==> config.mk <==
export PLATFORM = sky130hd
export DESIGN_NAME = ifu_br_resolver_flat
export DESIGN_NICKNAME = d
export VERILOG_FILES = /design/src/rtl/ifu_br_resolver_if.sv /design/src/rtl/ifu_br_resolver.sv /design/src/flat_wrapper.sv
export SDC_FILE = /design/constraint.sdc
export NUM_CORES = 2
export LEC_CHECK = 0
export ABC_AREA = 1
export BUFFER_PORTS_ARGS = -buffer_cell sky130_fd_sc_hd__clkbuf_2
export CAP_MARGIN = 20
export CORE_MARGIN = 3
export CORE_UTILIZATION = 45
export CTS_CLUSTER_SIZE = 10
export DETAILED_ROUTE_END_ITERATION = 8
export PLACE_DENSITY = 0.57
export SKIP_LAST_GASP = 1
export SLEW_MARGIN = 0
export SYNTH_ARGS = -nofsm -noshare
export SYNTH_HDL_FRONTEND = slang
export SYNTH_SLANG_ARGS = --single-unit
export TNS_END_PERCENT = 50
==> constraint.sdc <==
create_clock -name clk -period 5.4 [get_ports clk]
set_clock_uncertainty 0.05 [all_clocks]
set_input_delay 1.08 -clock clk [delete_from_list [all_inputs] [get_ports clk]]
set_output_delay 1.08 -clock clk [all_outputs]
set_load 0.005 [all_outputs]
==> src/rtl/ifu_br_resolver_if.sv <==
// Execute-response channel from the EXU branch handler: one resolved
// control-transfer packet per vld/rdy handshake.
interface ex_rsp_if_t #(
  parameter int RV_PC_SIZE = 32
);
  typedef struct packed {
    logic [RV_PC_SIZE-1:0] pc;
    logic [RV_PC_SIZE-1:0] target_pc;
    logic                  taken;
    logic                  pred_true;
  } ex_rsp_pkt_t;

  logic        vld;
  logic        rdy;
  ex_rsp_pkt_t pkt;

  modport mst (output vld, output pkt, input rdy);
  modport slv (input vld, input pkt, output rdy);
endinterface

==> src/rtl/ifu_br_resolver.sv <==
// IFU branch resolver: redirects fetch on mispredictions, trains a direct-mapped
// BTB with 2-bit direction counters, and serves the same-cycle fetch lookup.
module ifu_br_resolver #(
  parameter int BTB_ENTRIES = 16,
  parameter int RV_PC_SIZE  = 32
) (
  input  logic                  clk,
  input  logic                  rst,
  ex_rsp_if_t.slv               ex_rsp_slv,
  output logic                  redir_vld,
  input  logic                  redir_rdy,
  output logic [RV_PC_SIZE-1:0] redir_pc,
  input  logic [RV_PC_SIZE-1:0] lk_pc,
  output logic                  lk_taken,
  output logic [RV_PC_SIZE-1:0] lk_target,
  output logic [31:0]           br_cnt,
  output logic [31:0]           mispred_cnt
);

  localparam int IDX_W = $clog2(BTB_ENTRIES);
  localparam int TAG_W = RV_PC_SIZE - IDX_W - 2;
  localparam logic [RV_PC_SIZE-1:0] PC_STEP = RV_PC_SIZE'(3'd4);

  typedef enum logic [0:0] {
    ST_IDLE  = 1'b0,
    ST_REDIR = 1'b1
  } state_t;

  function automatic logic [1:0] ctr_inc(input logic [1:0] c);
    return (c == 2'b11) ? 2'b11 : c + 2'b01;
  endfunction

  function automatic logic [1:0] ctr_dec(input logic [1:0] c);
    return (c == 2'b00) ? 2'b00 : c - 2'b01;
  endfunction

  state_t                  state_r;
  state_t                  state_nxt_s;
  logic                    acc_s;
  logic                    mispred_s;
  logic [RV_PC_SIZE-1:0]   redir_pc_r;

  logic                    upd_vld_r;
  logic [IDX_W-1:0]        upd_idx_r;
  logic [TAG_W-1:0]        upd_tag_r;
  logic                    upd_taken_r;
  logic [RV_PC_SIZE-1:0]   upd_target_r;
  logic                    upd_hit_s;

  logic [BTB_ENTRIES-1:0]  valid_r;
  logic [TAG_W-1:0]        tag_r    [BTB_ENTRIES];
  logic [RV_PC_SIZE-1:0]   target_r [BTB_ENTRIES];
  logic [1:0]              ctr_r    [BTB_ENTRIES];

  logic [IDX_W-1:0]        lk_idx_s;
  logic [TAG_W-1:0]        lk_tag_s;
  logic                    lk_hit_s;

  logic [31:0]             br_cnt_r;
  logic [31:0]             mispred_cnt_r;

  assign ex_rsp_slv.rdy = (state_r == ST_IDLE);
  assign acc_s          = ex_rsp_slv.vld & (state_r == ST_IDLE);
  assign mispred_s      = acc_s & ~ex_rsp_slv.pkt.pred_true;
  assign redir_vld      = (state_r == ST_REDIR);
  assign redir_pc       = redir_pc_r;
  assign br_cnt         = br_cnt_r;
  assign mispred_cnt    = mispred_cnt_r;
  assign upd_hit_s      = valid_r[upd_idx_r] & (tag_r[upd_idx_r] == upd_tag_r);

  // Redirect FSM next-state: park in REDIR until fetch takes the new PC.
  always_comb begin
    state_nxt_s = state_r;
    case (state_r)
      ST_IDLE: begin
        if (mispred_s) state_nxt_s = ST_REDIR;
        else           state_nxt_s = ST_IDLE;
      end
      ST_REDIR: begin
        if (redir_rdy) state_nxt_s = ST_IDLE;
        else           state_nxt_s = ST_REDIR;
      end
      default: state_nxt_s = ST_IDLE;
    endcase
  end

  // Redirect FSM state register.
  always_ff @(posedge clk) begin
    if (rst) state_r <= ST_IDLE;
    else     state_r <= state_nxt_s;
  end

  // Redirect target is the EXU-resolved next PC, held until the handshake.
  always_ff @(posedge clk) begin
    if (rst)            redir_pc_r <= {RV_PC_SIZE{1'b0}};
    else if (mispred_s) redir_pc_r <= ex_rsp_slv.pkt.target_pc;
    else                redir_pc_r <= redir_pc_r;
  end

  // One-deep update register; overwritten on every accept, never stalls.
  always_ff @(posedge clk) begin
    if (rst) begin
      upd_vld_r    <= 1'b0;
      upd_idx_r    <= {IDX_W{1'b0}};
      upd_tag_r    <= {TAG_W{1'b0}};
      upd_taken_r  <= 1'b0;
      upd_target_r <= {RV_PC_SIZE{1'b0}};
    end else begin
      upd_vld_r <= acc_s;
      if (acc_s) begin
        upd_idx_r    <= ex_rsp_slv.pkt.pc[IDX_W+1:2];
        upd_tag_r    <= ex_rsp_slv.pkt.pc[RV_PC_SIZE-1:IDX_W+2];
        upd_taken_r  <= ex_rsp_slv.pkt.taken;
        upd_target_r <= ex_rsp_slv.pkt.target_pc;
      end else begin
        upd_idx_r    <= upd_idx_r;
        upd_tag_r    <= upd_tag_r;
        upd_taken_r  <= upd_taken_r;
        upd_target_r <= upd_target_r;
      end
    end
  end

  // BTB/BHT training: taken allocates or strengthens, not-taken weakens on hit only.
  always_ff @(posedge clk) begin
    if (rst) begin
      valid_r <= {BTB_ENTRIES{1'b0}};
      for (int i = 0; i < BTB_ENTRIES; i++) begin
        tag_r[i]    <= {TAG_W{1'b0}};
        target_r[i] <= {RV_PC_SIZE{1'b0}};
        ctr_r[i]    <= 2'b01;
      end
    end else if (upd_vld_r) begin
      if (upd_taken_r) begin
        valid_r[upd_idx_r]  <= 1'b1;
        tag_r[upd_idx_r]    <= upd_tag_r;
        target_r[upd_idx_r] <= upd_target_r;
        ctr_r[upd_idx_r]    <= upd_hit_s ? ctr_inc(ctr_r[upd_idx_r]) : 2'b10;
      end else if (upd_hit_s) begin
        ctr_r[upd_idx_r] <= ctr_dec(ctr_r[upd_idx_r]);
      end else begin
        ctr_r[upd_idx_r] <= ctr_r[upd_idx_r];
      end
    end else begin
      valid_r <= valid_r;
    end
  end

  // Resolved-transfer and misprediction counters, free-running with wrap.
  always_ff @(posedge clk) begin
    if (rst) begin
      br_cnt_r      <= 32'd0;
      mispred_cnt_r <= 32'd0;
    end else begin
      br_cnt_r      <= acc_s ? br_cnt_r + 32'd1 : br_cnt_r;
      mispred_cnt_r <= mispred_s ? mispred_cnt_r + 32'd1 : mispred_cnt_r;
    end
  end

  // Same-cycle prediction; reads the pre-write table contents.
  always_comb begin
    lk_idx_s  = lk_pc[IDX_W+1:2];
    lk_tag_s  = lk_pc[RV_PC_SIZE-1:IDX_W+2];
    lk_hit_s  = 1'b0;
    lk_taken  = 1'b0;
    lk_target = lk_pc + PC_STEP;
    if (valid_r[lk_idx_s] && (tag_r[lk_idx_s] == lk_tag_s)) lk_hit_s = 1'b1;
    else                                                    lk_hit_s = 1'b0;
    if (lk_hit_s && ctr_r[lk_idx_s][1]) begin
      lk_taken  = 1'b1;
      lk_target = target_r[lk_idx_s];
    end else begin
      lk_taken  = 1'b0;
      lk_target = lk_pc + PC_STEP;
    end
  end

endmodule

==> src/flat_wrapper.sv <==
// flat-port wrapper written by rule: the top's interface ports become plain ports
module ifu_br_resolver_flat 
#(
  parameter int BTB_ENTRIES = 16,
  parameter int RV_PC_SIZE  = 32
)
  (clk, rst, redir_vld, redir_rdy, redir_pc, lk_pc, lk_taken, lk_target, br_cnt, mispred_cnt, ex_rsp_slv_vld, ex_rsp_slv_pkt, ex_rsp_slv_rdy);
  ex_rsp_if_t #(.RV_PC_SIZE(RV_PC_SIZE)) ex_rsp_slv_i ();
  input  logic clk;
  input  logic rst;
  output logic redir_vld;
  input  logic redir_rdy;
  output logic [RV_PC_SIZE-1:0] redir_pc;
  input  logic [RV_PC_SIZE-1:0] lk_pc;
  output logic lk_taken;
  output logic [RV_PC_SIZE-1:0] lk_target;
  output logic [31:0] br_cnt;
  output logic [31:0] mispred_cnt;
  input wire logic [$bits(ex_rsp_slv_i.vld)-1:0] ex_rsp_slv_vld;
  input wire logic [$bits(ex_rsp_slv_i.pkt)-1:0] ex_rsp_slv_pkt;
  output wire logic [$bits(ex_rsp_slv_i.rdy)-1:0] ex_rsp_slv_rdy;
  assign ex_rsp_slv_i.vld = ex_rsp_slv_vld;
  assign ex_rsp_slv_i.pkt = ex_rsp_slv_pkt;
  assign ex_rsp_slv_rdy = ex_rsp_slv_i.rdy;
  ifu_br_resolver #(.BTB_ENTRIES(BTB_ENTRIES), .RV_PC_SIZE(RV_PC_SIZE)) u_core (.clk(clk), .rst(rst), .ex_rsp_slv(ex_rsp_slv_i), .redir_vld(redir_vld), .redir_rdy(redir_rdy), .redir_pc(redir_pc), .lk_pc(lk_pc), .lk_taken(lk_taken), .lk_target(lk_target), .br_cnt(br_cnt), .mispred_cnt(mispred_cnt));
endmodule
==> metrics.md <==
| Metric | Value |
|---|---|
| Most used DFF post-synth | `edfxtp_1` |
| Max Root-Sink Buffers | `3` |
| CTS clk-pin slew, worst paths | `0.06 ns` |
| Syn_nets | `6825` |
| Final hold vios | `0` |
| Antenna violations before repair | `7` |
| PwrDens | `333.8 nW/um^2` |
| Vias | `49.15k` |
| Routed Wire Length | `216.2 mm` |
| Antenna-violating nets left | `0` |
| Layout cells sized above 1 | `0.08930` |
| Vias in the first global route | `46.34k` |
| Total chip power | `0.02124 W` |
| First-pass GRT wire length | `313.5 mm` |
| I/O pin count | `233` |
| Remaining Overflow, GRT | `0` |
| Tmin final | `5.254 ns` |
| Fraction of the cycle the final worst path needs | `0.9729` |
| Slew headroom | `0.2222` |
| Nets | `6861` |
| Core area | `124300 sq um` |
| GR Util All Layers | `0.3262` |
| CTS tree | `done` |
| CTS hold repair buffers | `0` |
| CTS Buf Count | `140` |
| Crit end category | `primary output` |
| Drt drc | `0` |
| R2R depth | `15` |
| Depth of the worst hold-timing path | `2` |
| Die ar. | `130200 sq um` |
| Yosys cell types | `45` |
| Synthesis-stage register bit count | `1141` |
| Via density | `5.787` |
| Final GP Congestion | `0.9352` |
| Setup bufs post-CTS | `0` |
| Register area share after synthesis | `0.5728` |
| Post-CTS Resized | `0` |
| CP Class | `input pin to primary output` |
| Cells after synthesis | `6720` |
| CP Max Fanout | `42` |
| Die Y | `360.8 um` |
| Storage cell area | `32460 sq um` |
| Row cnt | `129` |
| Number of synthesis warnings | `0` |
| Final Max Tran Viols | `0` |
| Syn_area_per_cell | `8.430 sq um` |
| DR iter-0 viols | `5827` |
| First-pass DRT Iterations | `6` |
| Setup violations, final | `0` |
| Data arrival time of the critical path | `4.12 ns` |
| Fill count | `11.68k` |
| Area of the multi-input gates | `20210 sq um` |
| Synthesized cell area | `56650 sq um` |
| Clk_lat worst skew | `0.78 ns` |
| Slew @ Worst Pin | `1.167 ns` |
| Area grow syn2layout | `12.31%` |
| Largest net degree at the start of global routing | `219` |
| Maximum operating frequency | `190.3 MHz` |
| Status | `finished, final reports clean` |
| Post-DR wirelength/cell | `25.45 um` |
| CP Launch Type | `input pin` |
| Setup TNS | `0 ns` |
| Clock Sinks | `1141` |
| Ys async rst share | `0` |
| RSZ-0062 raised after global routing | `no` |
| Port buffer count | `230` |
| Hold Crit Class | `flop to flop` |
| Max-Cap Viols | `0` |
| Worst VDD drop | `0.3293 mV` |
| Die Wd | `360.8 um` |
| WP data required | `4.27 ns` |
| Pleak | `25.44 nW` |
| Starting density of the core | `0.4558` |
| Post-synth EDFFs | `960` |
| Hpwl dp | `127.5 mm` |
| Clock root buffer | `clkbuf_16` |
| Max H-tree Level | `4` |
[final timing paths]
check / startpoint / endpoint / slack, ns
min: u_core.redir_pc[2] / u_core.redir_pc[2] / 0.41
min reg2reg: u_core.redir_pc[2] / u_core.redir_pc[2] / 0.41
max: lk_pc[3] / lk_target[25] / 0.15
max reg2reg: flop / u_core.ctr_r[11][1] / 1.22
[cells by family after synthesis]
group,Yosys count,share of synthesized area
AO/OA/AOI/OAI,886,0.09079
buffers and inverters,1057,0.07516
XOR/XNOR,31,0.004793
AND/OR/NAND/NOR,3602,0.2558
adder cells (fa/ha/maj),3,0.0006626
flip-flops,1141,0.5728
[worst max-delay path, stage by stage]
cell and delay (ns):
buf_4 0.20, inv_6 0.21, buf_4 0.54, nand3_1 0.16, nand2_1 0.10, nand2_1 0.06, nand2_1 0.38, o21ai_0 0.17
nand2_1 0.09, nand2_1 0.05, nor2_1 0.13, nand3_1 0.17, nor2_4 0.17, buf_12 0.21, o21ai_1 0.12, nand2_1 0.09
clkbuf_2 0.11
[stage by stage]
stage | instances | setup slack [ns] | instance area [sq um] | hold WS [ns] | util
floorplan | 6720 | 1.404 | 56650 | 0.3914 | -
global placement | 8251 | 0.2286 | 59470 | 0.3987 | 0.4785
detailed placement | 8251 | 0.2379 | 59470 | 0.4045 | 0.4785
CTS | 8490 | 0.2274 | 63620 | 0.4134 | 0.5119
global route | 8490 | 0.03584 | 63620 | 0.4330 | 0.5119
finish | 8493 | 0.1464 | 63630 | 0.4123 | 0.5120
[power by group]
part | internal (W) | switching [W] | leakage (nW)
registers | 0.00983 | 0.000125 | 11.3
clock network | 0.00499 | 0.00375 | 2.00
logic | 0.000622 | 0.00193 | 12.1
total | 0.0154 | 0.00580 | 25.4
[area by class of cell]
class	instances	area share
Antenna cell	3	0.0001180
Clock buffer	215	0.06143
Clock inverter	24	0.003835
Inverter	584	0.03494
Multi-Input combinational cell	4522	0.3176
Sequential cell	1141	0.5102
Tap cell	1637	0.03219
Timing Repair Buffer	367	0.03976
[layout by cell type (no fill, tap or decap), types with 67 or more instances in the layout]
cell type / count
inv_1: 514
o21ai_0: 382
clkbuf_16: 143
edfxtp_1: 960
o211ai_1: 76
nand3_1: 545
buf_4: 111
nor3_1: 67
a22oi_1: 84
clkbuf_2: 228
a21oi_1: 220
nand2_1: 1427
dfxtp_1: 177
nor2_1: 1457
[Yosys cell counts, types with 3 or more instances]
cell,n,area [sq um]
nor2_1,1458,5473
a31oi_1,3,18.77
nand4_1,28,175.2
nor2_2,9,56.30
inv_1,516,1937
ha_1,3,37.54
o21ai_1,24,120.1
o21bai_1,3,22.52
nor3_1,67,335.3
xor2_1,26,227.7
nand2_1,1459,5477
o21a_1,7,52.55
buf_2,136,680.7
clkbuf_1,290,1089
buf_6,6,67.56
o211ai_1,76,570.6
nand3_1,545,2728
xnor2_1,5,43.79
o22ai_1,16,100.1
nor4_1,9,56.30
nand3b_1,5,37.54
buf_1,21,78.83
a21oi_1,220,1101
a22oi_1,84,630.6
or2_2,13,81.33
a211oi_1,3,22.52
a22o_1,9,78.83
clkinv_1,60,225.2
o21ai_0,382,1912
edfxtp_1,960,28830
o31ai_1,3,22.52
nand2_2,4,25.02
a221oi_1,50,437.9
dfxtp_1,181,3623
o221ai_1,4,35.03
inv_2,7,26.28
buf_4,19,142.6
[layer usage]
metal,up-vias,part of all wire,GRT usage
li1,22278,-,-
met1,23660,0.39,0.4267
met2,2676,0.45,0.5112
met3,532,0.097,0.05919
met4,2,0.062,0.1877
met5,-,0.000060,0
[state kept, by name, summed over array words and instances, names as in the netlist, named ones only]
signal and cells:
u_core.target_r 512, u_core.tag_r 416, u_core.br_cnt 32, u_core.ctr_r 32, u_core.mispred_cnt 32, u_core.redir_pc 32
u_core.upd_target_r 32, u_core.upd_tag_r 26, u_core.valid_r 16, u_core.upd_idx_r 4, u_core.redir_vld 1, u_core.upd_taken_r 1
u_core.upd_vld_r 1
No activity file was read; power rests on OpenSTA's default activity.
